--- config.mk ---
export PLATFORM = sky130hd
export DESIGN_NAME = adder_sequencer
export DESIGN_NICKNAME = d
export VERILOG_FILES = /design/src/rtl/adder_seq_pkg.sv /design/src/rtl/adder_sequencer_parallel_adder.sv /design/src/rtl/adder_sequencer.sv
export SDC_FILE = /design/constraint.sdc
export NUM_CORES = 1
export LEC_CHECK = 0
export BUFFER_PORTS_ARGS = -buffer_cell sky130_fd_sc_hd__buf_2
export CAP_MARGIN = 20
export CORE_MARGIN = 1.5
export CORE_UTILIZATION = 35
export CTS_CLUSTER_SIZE = 40
export DETAILED_ROUTE_END_ITERATION = 6
export GPL_ROUTABILITY_DRIVEN = 0
export PLACE_DENSITY = 0.66
export SLEW_MARGIN = 0
export SYNTH_ARGS = -nofsm -noshare
export SYNTH_HDL_FRONTEND = slang
export SYNTH_SLANG_ARGS = --single-unit
--- constraint.sdc ---
create_clock -name clk -period 9.3 [get_ports clk]
set_clock_uncertainty 0.2 [all_clocks]
set_input_delay 0.93 -clock clk [delete_from_list [all_inputs] [get_ports clk]]
set_output_delay 0.93 -clock clk [all_outputs]
set_load 0.1 [all_outputs]
--- src/rtl/adder_seq_pkg.sv ---
`default_nettype none
// ============================================================================
// Module   : adder_seq_pkg
// Purpose  : Shared byte width and FSM state encodings for adder_sequencer.
// Revision : 1.0
// ============================================================================
package adder_seq_pkg;

  localparam int BYTE_W  = 8;
  localparam int STATE_W = 2;

  typedef logic [STATE_W-1:0] state_t;

  localparam state_t ST_IDLE = 2'd0;
  localparam state_t ST_RUN  = 2'd1;
  localparam state_t ST_DONE = 2'd2;

endpackage
`default_nettype wire

--- src/rtl/adder_sequencer_parallel_adder.sv ---
`default_nettype none
// ============================================================================
// Module   : Parallel_Adder
// Purpose  : 8-bit adder with carry-in and carry-out; one byte lane per cycle.
// Revision : 1.0
// ============================================================================
module Parallel_Adder
  import adder_seq_pkg::*;
(
  input  logic [BYTE_W-1:0] a,
  input  logic [BYTE_W-1:0] b,
  input  logic              cin,
  output logic [BYTE_W-1:0] sum,
  output logic              cout
);

  logic [BYTE_W:0] w_full;

  assign w_full = {1'b0, a} + {1'b0, b} + {{BYTE_W{1'b0}}, cin};
  assign sum    = w_full[BYTE_W-1:0];
  assign cout   = w_full[BYTE_W];

endmodule
`default_nettype wire

--- src/rtl/adder_sequencer.sv ---
`default_nettype none
// ============================================================================
// Module   : adder_sequencer
// Purpose  : Multi-cycle byte-serial adder; one byte per clock, registered
//            carry between bytes. Define ADDER_SEQ_SUB_EN to add port sub.
// Revision : 1.0
// ============================================================================
module adder_sequencer
  import adder_seq_pkg::*;
#(
  parameter int NUM_BYTES = 4
)
(
  input  logic                        clk,
  input  logic                        rst_n,
`ifdef ADDER_SEQ_SUB_EN
  input  logic                        sub,
`endif
  input  logic                        start,
  input  logic [BYTE_W*NUM_BYTES-1:0] a,
  input  logic [BYTE_W*NUM_BYTES-1:0] b,
  input  logic                        cin,
  output logic                        ready,
  output logic                        done,
  output logic [BYTE_W*NUM_BYTES-1:0] sum,
  output logic                        cout,
  output logic                        ovf
);

  localparam int W     = BYTE_W * NUM_BYTES;
  localparam int IDX_W = $clog2(NUM_BYTES);
  localparam logic [IDX_W-1:0] LAST_IDX = IDX_W'(NUM_BYTES - 1);

  state_t            r_state;
  state_t            w_next;
  logic [W-1:0]      r_a;
  logic [W-1:0]      r_b;
  logic [W-1:0]      r_sum;
  logic              r_carry;
  logic              r_cout;
  logic              r_ovf;
  logic [IDX_W-1:0]  r_idx;

  logic              w_sub;
  logic              w_accept;
  logic              w_last;
  logic [W-1:0]      w_b_eff;
  logic              w_cin_eff;
  logic [BYTE_W-1:0] w_byte_sum;
  logic              w_byte_cout;

`ifdef ADDER_SEQ_SUB_EN
  assign w_sub = sub;
`else
  assign w_sub = 1'b0;
`endif

  // Subtraction is folded into the operands at accept time: B' = ~B, carry-in = 1.
  assign w_b_eff   = w_sub ? ~b : b;
  assign w_cin_eff = w_sub ? 1'b1 : cin;
  assign w_accept  = (r_state == ST_IDLE) && start;
  assign w_last    = (r_idx == LAST_IDX);

  Parallel_Adder u_byte_adder (
    .a    (r_a[r_idx*BYTE_W +: BYTE_W]),
    .b    (r_b[r_idx*BYTE_W +: BYTE_W]),
    .cin  (r_carry),
    .sum  (w_byte_sum),
    .cout (w_byte_cout)
  );

  always_ff @(posedge clk or negedge rst_n) begin
    if (!rst_n) begin
      r_state <= ST_IDLE;
    end else begin
      r_state <= w_next;
    end
  end

  always_comb begin
    w_next = r_state;
    case (r_state)
      ST_IDLE: if (start)  w_next = ST_RUN;
      ST_RUN:  if (w_last) w_next = ST_DONE;
      ST_DONE: w_next = ST_IDLE;
      default: w_next = ST_IDLE;
    endcase
  end

  always_comb begin
    ready = 1'b0;
    done  = 1'b0;
    case (r_state)
      ST_IDLE: ready = 1'b1;
      ST_DONE: done  = 1'b1;
      default: ;
    endcase
  end

  always_ff @(posedge clk or negedge rst_n) begin
    if (!rst_n) begin
      r_a     <= '0;
      r_b     <= '0;
      r_sum   <= '0;
      r_carry <= 1'b0;
      r_cout  <= 1'b0;
      r_ovf   <= 1'b0;
      r_idx   <= '0;
    end else if (w_accept) begin
      r_a     <= a;
      r_b     <= w_b_eff;
      r_carry <= w_cin_eff;
      r_sum   <= '0;
      r_cout  <= 1'b0;
      r_ovf   <= 1'b0;
      r_idx   <= '0;
    end else if (r_state == ST_RUN) begin
      r_sum[r_idx*BYTE_W +: BYTE_W] <= w_byte_sum;
      r_carry <= w_byte_cout;
      if (w_last) begin
        r_cout <= w_byte_cout;
        r_ovf  <= (r_a[W-1] == r_b[W-1]) && (w_byte_sum[BYTE_W-1] != r_a[W-1]);
        r_idx  <= '0;
      end else begin
        r_idx  <= r_idx + IDX_W'(1);
      end
    end
  end

  assign sum  = r_sum;
  assign cout = r_cout;
  assign ovf  = r_ovf;

endmodule
`default_nettype wire

==> out/summary.txt <==
crit path DAT = 3.36 ns
IO buf count = 103
Max Cap Viol = 0
CTS buffer count = 9
final hold violations = 0
ANT cells = 0
headroom to the max-slew limit = 36.4%
DR pass1 iterations = 4
Synth Instances = 324
die height = 119 µm
DP HPWL = 7950 µm
Slew @ Worst Pin = 0.955 ns
# rows = 42
minimum clock period after layout = 3.33 ns
slowest CP cell = dfrtp_1
core outline area = 13,200 µm²
syn_area_per_cell = 14.7 µm²
status = completed
Final Setup Violations = 0
RSZ-0062 raised after global routing = no
path depth of the worst reg2reg path = 9
Vias/cell = 5.07
most frequent cells in the layout = dfrtp_1 (103), buf_2 (102), mux2_2 (64)
Starting Density = 35.9%
Worst EP required = 9.33 ns
CP Max Fanout = 19
TNS Setup = 0 ns
Crit. End Element = register
post-synthesis sequential area ratio = 54.3%
CP startpoint kind = register
io pins = 104
largest net degree at the start of global routing = 73
CTS tree = yes
Crit Path Class = register to register
die area = 14,300 µm²
synthesis-to-layout area growth = 19.8%
drt total wl = 10,800 µm
post-cts sizing count = 0
commonest non-fill, non-tap cell in the layout = dfrtp_1
final period utilization = 35.8%
Seq cells post-synth = 103
slowest stage delay, CP = 0.88 ns
total setup buffers inserted after CTS = 0
Net count, final = 505
Reg area = 2580 µm²
clk sinks = 103
post-route ant nets = 0
Hold WC Path Type = register to register
first-pass GRT wire length = 17,600 µm
initial antenna violation count = 0
achievable frequency = 300 MHz
WL/cell = 17.9 µm
post-synth cell types = 52
Clock Path Buffers = 2
htree depth = 3
Synth Net Count = 405
most frequent CP cell = fa_1
synth warn = 0
via count = 3,067
root buf cell = clkbuf_16
Die W = 119 µm
clock slew at reported path FFs = 0.07 ns
max-slew violations = 0
GRT Overall Usage = 16.3%
vias in the first global route = 3,164
footprint of the multi-input gates = 2020 µm²
crit-path cells = mux4_2, fa_1, inv_1, fa_1, nor2b_1, o31ai_2, a211o_1, o2111ai_2, a22o_1
hold path depth = 1
share of cells above drive strength 1 = 50.8%
synthesized area = 4750 µm²
Clock Latency Late Sink = 0.35 ns
Filler cells = 1,230
DRC violation count after routing = 0
initial drt markers = 213
Post-CTS Hold Fix Bufs = 0
gr ovfl total = 0
==> worst max-delay path, delay by kind of cell, from the launching register on <==
family,cells,cell delay [ns]
fa+ha+maj,2,0.66
buf+inv,1,0.09
flops,1,0.88
mux,1,0.43
simple gates,1,0.07
compound gates,4,0.89
==> metrics by stage <==
step	instances	utilization [%]	hold WS [ns]	setup slack, ns	area [µm²]
after floorplan	324	-	0.275	6.23	4750
after global placement	589	40.8	0.270	6.02	5400
after detailed placement	589	40.8	0.287	5.95	5400
after CTS	605	43.0	0.302	5.92	5690
after global routing	605	43.0	0.318	5.79	5690
final	605	43.0	0.302	5.97	5690
==> cell type report <==
type                       instances  share of cell area [%]
sequential                       103                    45.3
multi-input combinational        192                    35.6
timing repair buffer             105                    9.37
clock buffer                      11                    4.27
tap                              176                    3.87
inverter                          13                   0.858
clock inverter                     5                   0.726
==> cell usage after synthesis (all sizes together) <==
library cell | count | area [µm²]
nor2b | 4 | 32.5
o21bai | 1 | 7.51
nor3 | 2 | 21.3
dfrtp | 103 | 2580
a31oi | 1 | 6.26
o2111ai | 1 | 15.0
fa | 2 | 40.0
mux4 | 16 | 360
ha | 11 | 138
and2 | 2 | 12.5
nand3b | 1 | 7.51
clkbuf | 1 | 3.75
nand2b | 2 | 12.5
o311ai | 1 | 16.3
nor4 | 1 | 21.3
nand3 | 2 | 10.0
or2 | 1 | 6.26
a211oi | 2 | 20.0
nand4 | 2 | 12.5
mux2 | 64 | 721
xnor2 | 4 | 35.0
and3 | 2 | 12.5
nor2 | 5 | 18.8
a22o | 28 | 248
a211o | 1 | 8.76
nand2 | 12 | 47.6
o21ai | 7 | 38.8
o31ai | 3 | 32.5
mux2i | 1 | 10.0
inv | 13 | 48.8
o221ai | 1 | 8.76
o211ai | 1 | 12.5
o21a | 1 | 7.51
a21o | 2 | 15.0
a21boi | 1 | 7.51
a22oi | 1 | 7.51
nor3b | 1 | 7.51
buf | 15 | 96.3
a21oi | 5 | 43.8
==> flip-flops by register name (all words and copies together), names as in the netlist <==
signal	flops
cout	1
ovf	1
r_a	32
r_b	32
r_carry	1
r_idx	2
r_state	2
sum	32
==> path summary, 6_finish.rpt <==
check	to	slack, ns	startpoint
hold reg to reg	sum[16]$_DFFE_PN0P_	0.30	sum[16]$_DFFE_PN0P_
min in group asynchronous	sum[3]$_DFFE_PN0P_	0.36	rst_n
setup reg to reg	sum[6]$_DFFE_PN0P_	5.97	r_idx[1]$_DFFE_PN0P_
setup / recovery	sum[6]$_DFFE_PN0P_	5.97	r_idx[1]$_DFFE_PN0P_
hold / removal	sum[16]$_DFFE_PN0P_	0.30	sum[16]$_DFFE_PN0P_
max in group asynchronous	r_a[3]$_DFFE_PN0P_	7.36	rst_n
==> metal layers <==
layer,routed length [µm],track usage [%]
met1,4690,21.6
met2,5370,27.0
met3,685,3.98
met4,65,4.02
met5,0,0
==> cells by family (layout without fill, tap and decap cells) <==
kind of cell,after synthesis,after routing,share of synthesized area (%)
AOI/OAI and AO/OA,57,57,10.4
xor gates and xnor gates,4,4,0.738
adders and majority gates,13,13,3.74
buffers and inverters,29,134,3.14
DFF,103,103,54.3
muxes,81,81,23.0
and+or+nand+nor,37,37,4.69
Power is left out: the tool's default activity adds up to more than one toggle a clock period on the data nets, which glitch-free logic cannot reach.
